[src/rtl/inst_loader.sv]
// Boot-time instruction loader: receives a length-prefixed, checksummed byte image
// and writes it word by word into instruction memory while holding the CPU in reset.
module inst_loader #(
   parameter logic [31:0] ADDR_BASE = 32'h0000_0000,
   parameter int          MAX_WORDS = 1024
) (
   input  logic        clk,
   input  logic        rst,
   input  logic        start,
   input  logic        in_valid,
   input  logic [7:0]  in_data,
   output logic        in_ready,
   output logic        mem_we,
   output logic [31:0] mem_addr,
   output logic [31:0] mem_wdata,
   output logic        cpu_hold,
   output logic        done,
   output logic        err
);

   typedef enum logic [2:0] {
      S_IDLE,
      S_LEN_HI,
      S_LEN_LO,
      S_DATA,
      S_WRITE,
      S_CSUM,
      S_DONE,
      S_ERR
   } state_t;

   state_t      r_state;
   state_t      w_next;
   logic [7:0]  r_lenHi;
   logic [15:0] r_len;
   logic [15:0] r_idx;
   logic [31:0] r_asm;
   logic [1:0]  r_byteCnt;
   logic [7:0]  r_csum;
   logic [31:0] r_memAddr;
   logic [31:0] r_memWdata;

   logic        w_accept;
   logic        w_restart;
   logic [15:0] w_lenNext;
   logic        w_lenBad;
   logic [31:0] w_asmNext;

   assign w_accept  = in_valid && in_ready;
   assign w_restart = start && (r_state == S_IDLE || r_state == S_DONE || r_state == S_ERR);
   assign w_lenNext = {r_lenHi, in_data};
   assign w_lenBad  = (w_lenNext == 16'd0) || ({16'd0, w_lenNext} > 32'(MAX_WORDS));
   assign w_asmNext = {r_asm[23:0], in_data};

   always_ff @(posedge clk) begin
      if (rst) begin
         r_state <= S_IDLE;
      end else begin
         r_state <= w_next;
      end
   end

   always_comb begin
      w_next   = r_state;
      in_ready = 1'b0;
      mem_we   = 1'b0;
      cpu_hold = 1'b1;
      done     = 1'b0;
      err      = 1'b0;
      case (r_state)
         S_IDLE: begin
            cpu_hold = 1'b0;
            if (start) w_next = S_LEN_HI;
         end
         S_LEN_HI: begin
            in_ready = 1'b1;
            if (w_accept) w_next = S_LEN_LO;
         end
         S_LEN_LO: begin
            in_ready = 1'b1;
            if (w_accept) w_next = w_lenBad ? S_ERR : S_DATA;
         end
         S_DATA: begin
            in_ready = 1'b1;
            if (w_accept && r_byteCnt == 2'd3) w_next = S_WRITE;
         end
         S_WRITE: begin
            mem_we = 1'b1;
            w_next = (r_idx + 16'd1 == r_len) ? S_CSUM : S_DATA;
         end
         S_CSUM: begin
            in_ready = 1'b1;
            if (w_accept) w_next = (in_data == r_csum) ? S_DONE : S_ERR;
         end
         S_DONE: begin
            cpu_hold = 1'b0;
            done     = 1'b1;
            if (start) w_next = S_LEN_HI;
         end
         S_ERR: begin
            err = 1'b1;
            if (start) w_next = S_LEN_HI;
         end
         default: w_next = S_IDLE;
      endcase
   end

   // Address and data are latched with the 4th byte so they are stable for the
   // whole WRITE cycle and simply hold afterwards.
   always_ff @(posedge clk) begin
      if (rst) begin
         r_lenHi    <= 8'd0;
         r_len      <= 16'd0;
         r_idx      <= 16'd0;
         r_asm      <= 32'd0;
         r_byteCnt  <= 2'd0;
         r_csum     <= 8'd0;
         r_memAddr  <= 32'd0;
         r_memWdata <= 32'd0;
      end else begin
         if (w_restart) begin
            r_idx     <= 16'd0;
            r_csum    <= 8'd0;
            r_asm     <= 32'd0;
            r_byteCnt <= 2'd0;
         end
         if (w_accept) begin
            case (r_state)
               S_LEN_HI: begin
                  r_lenHi <= in_data;
                  r_csum  <= r_csum ^ in_data;
               end
               S_LEN_LO: begin
                  r_len  <= w_lenNext;
                  r_csum <= r_csum ^ in_data;
               end
               S_DATA: begin
                  r_asm     <= w_asmNext;
                  r_byteCnt <= r_byteCnt + 2'd1;
                  r_csum    <= r_csum ^ in_data;
                  if (r_byteCnt == 2'd3) begin
                     r_memAddr  <= ADDR_BASE + {14'd0, r_idx, 2'b00};
                     r_memWdata <= w_asmNext;
                  end
               end
               default: ;
            endcase
         end
         if (r_state == S_WRITE) begin
            r_idx <= r_idx + 16'd1;
         end
      end
   end

   assign mem_addr  = r_memAddr;
   assign mem_wdata = r_memWdata;

endmodule

[config.mk]
export PLATFORM = sky130hd
export DESIGN_NAME = inst_loader
export DESIGN_NICKNAME = d
export VERILOG_FILES = /design/src/rtl/inst_loader.sv
export SDC_FILE = /design/constraint.sdc
export NUM_CORES = 1
export LEC_CHECK = 0
export ABC_AREA = 1
export CORE_ASPECT_RATIO = 0.9
export CORE_UTILIZATION = 45
export DETAILED_ROUTE_END_ITERATION = 16
export GPL_TIMING_DRIVEN = 1
export PLACE_DENSITY = 0.68
export SLEW_MARGIN = 0
export SYNTH_ARGS = -nofsm -noshare
export SYNTH_HDL_FRONTEND = slang
export SYNTH_SLANG_ARGS = --single-unit
[constraint.sdc]
create_clock -name clk -period 3.3 [get_ports clk]
set_input_delay 0.66 -clock clk [delete_from_list [all_inputs] [get_ports clk]]
set_output_delay 0.66 -clock clk [all_outputs]
set_load 0.01 [all_outputs]
==> run metrics <==
Worst-path clk slew roughly 0.06 ns; Post-Synth Adder-Cell Area less than 1%; met3 GRT Util 5.633%; GPL Wtd Cong 0.9560; DIE AREA 12560 µm²; Unique masters post-synth 27; # setup viols final 0; clk buf depth 2; pwr dens between 600 and 700 nW/µm²; CTS tree yes; wire length per cell 14.33 µm; Core Area 11620 µm²; number of synthesized register bits 125; Congestion Overflow GR 0; M2 GR Usage 36.18%; most frequent cells in the layout nand2_1, dfxtp_1, a21oi_1; P&R area growth vs syn 24.50%; Post-CTS Repair Setup Buffers 0; vias in the first global route 4695; Setup Skew between 0.006 and 0.007 ns; post-CTS sizing 0; VDD IR max 437.6 µV; DRC 0; Final period util 78.84%; Skew-Pair Late Insertion Delay 0.42 ns; Max-Cap Viols 0; Slew HR 48.92%; status finished clean; initial antenna violation count 0; Data arrival, critical path 1.94 ns; mean area per synthesized cell 7.253 µm²; Top Usage Layer GRT met2; clock power share between 40% and 50%; DR vias 5142; Max Freq ~0.38 GHz; Logic pwr share 18.8%; vias per inst 5.285; Final Hold Fails 0; Final #Nets 818; hpwl dp ~9400 µm; Routed Antenna Nets 0; Final Max Slew Viols 0; Crit. End Element primary output; GRT Total Usage 23.20%; post-synthesis sequential area ratio 45.88%; final wirelength 13940 µm; Synth warnings 0; commonest non-fill, non-tap cell in the layout nand2_1; worst hold start mem_wdata[14]; CP required approximately 2.6 ns; Pre-antenna DRT Iters 5; Critical path origin r_state[2]; Initial Util between 40% and 50%; num rows 37; DIE HEIGHT ~110 µm; Sw Pwr roughly 1.4 mW; Sink Count 125; first-pass GRT wire length 23030 µm; Sw Share between 30% and 40%; H-tree depth 4; largest family of logic cells by synthesized area simple AND/OR/NAND/NOR gates; CTS root buf clkbuf_16; Leakage around 2.5 nW; Chip Width 118.0 µm; CP Cell Sequence inv_1 > nor3_2 > buf_4 > clkdlybuf4s50_1; Crit Path Class flip-flop to primary output; Worst setup SP type flip-flop; Simple-Gate Fraction of Synth Area 22.44%; final core utilization around 60%; HP Class flip-flop to flip-flop; largest net degree at the start of global routing 42; critical path fanouts, max 20; mux contribution to synthesized area 0%; post-synthesis compound-gate area fraction 19.91%; layout cells sized above 1 6.977%; # IOs 81; n_diodes 0; CTS buffer count 17; post-synth design cell area 5454 µm²; delay of the slowest critical-path stage approximately 0.59 ns; critical path's slowest cell clkdlybuf4s50_1; Reg power frac 38.1%; TNS Setup 0 ns; internal power 3.254 mW; DRT iter0 DRCs 373; Synth Area in XOR/XNOR 1.766%; Port Buffers 64; FF-to-FF Start r_idx[0]; Cells after Synth 752; Final min period 2.602 ns; GR Util met1 between 30% and 40%; RSZ-0062 raised after global routing no; measured slew at the worst slew-check pin 0.7654 ns; cts hold-fix bufs 0
## routing by layer
layer,wire (µm),vias to the layer above
li1,-,2574
met1,6697,2379
met2,6284,167
met3,746,22
met4,211,0
met5,0,-
## worst max-delay path: cells and delay by family, from the launching register on
kind	cells	cell delay [ns]
buf+inv	3	1.00
flops	1	0.40
simple gates	1	0.11
## flip-flops by register name, indices dropped and copies added (netlist names)
signal,count
mem_addr,16
mem_wdata,32
r_asm,24
r_byteCnt,2
r_csum,8
r_idx,16
r_len,16
r_lenHi,8
r_state,3
## final timing paths
check | to | slack [ns] | cells after the start
max | mem_we | 0.70 | 4
min | mem_wdata[14] | 0.47 | 2
max reg2reg | r_state[1] | 1.18 | 12
min reg2reg | mem_wdata[14] | 0.47 | 2
## power groups by stage
| stage | registers (mW) | logic, mW | clock network, mW |
|---|---|---|---|
| 6_report | 1.79 | 0.882 | 2.02 |
| 5_1_grt | 1.81 | 0.999 | 2.11 |
| 4_1_cts | 1.78 | 0.879 | 2.04 |
| 3_5_place_dp | 1.81 | 0.871 | 0 |
| 3_3_place_gp | 1.81 | 0.850 | 0 |
| 2_1_floorplan | 1.77 | 0.673 | 0 |
## Yosys cell counts (all sizes together)
master | instances | share of area [%]
inv | 58 | 4.0
dfxtp | 125 | 46
nand3 | 47 | 4.3
clkbuf | 25 | 1.7
nand2 | 144 | 10
nand3b | 3 | 0.41
nor2 | 75 | 5.8
a211oi | 7 | 0.96
nor4 | 2 | 0.23
o21ai | 87 | 8.0
ha | 2 | 0.46
nor3 | 7 | 0.64
o211ai | 1 | 0.14
buf | 30 | 3.8
conb | 1 | 0.069
xor2 | 10 | 1.6
a21oi | 118 | 11
xnor2 | 1 | 0.16
nand4 | 9 | 1.0
## stage by stage
step           total power [mW]  cells  hold slack, ns  setup slack (ns)  instance area [µm²]
2_1_floorplan             2.443    767          0.4432             1.530                 5510
3_3_place_gp              2.659    941          0.4553            0.8650                 6145
3_5_place_dp              2.685    941          0.4568            0.8037                 6145
4_1_cts                   4.701    973          0.4652            0.6949                 6790
6_report                  4.694    973          0.4654            0.6982                 6790
5_1_grt                   4.919    973          0.4848            0.6134                 6790
## layout make-up
| class | count | area [µm²] |
|---|---|---|
| clock buffers | 18 | 439.2 |
| multi-input cells | 529 | 2496 |
| clock inverters | 14 | 206.4 |
| flip-flops and latches | 125 | 2502 |
| inverters | 58 | 217.7 |
| repair buffers | 73 | 733.2 |
| fillers | 1056 | 4830 |
| well taps | 156 | 195.2 |
## logic make-up (layout without fill, tap and decap cells)
logic type	after synthesis	after routing
AO/OA/AOI/OAI	213	213
other	1	16
flip-flops	125	125
AND/OR/NAND/NOR	287	287
buffers and inverters	113	163
adder cells (fa/ha/maj)	2	2
XOR/XNOR	11	11
(Power assumes the default switching activity.)
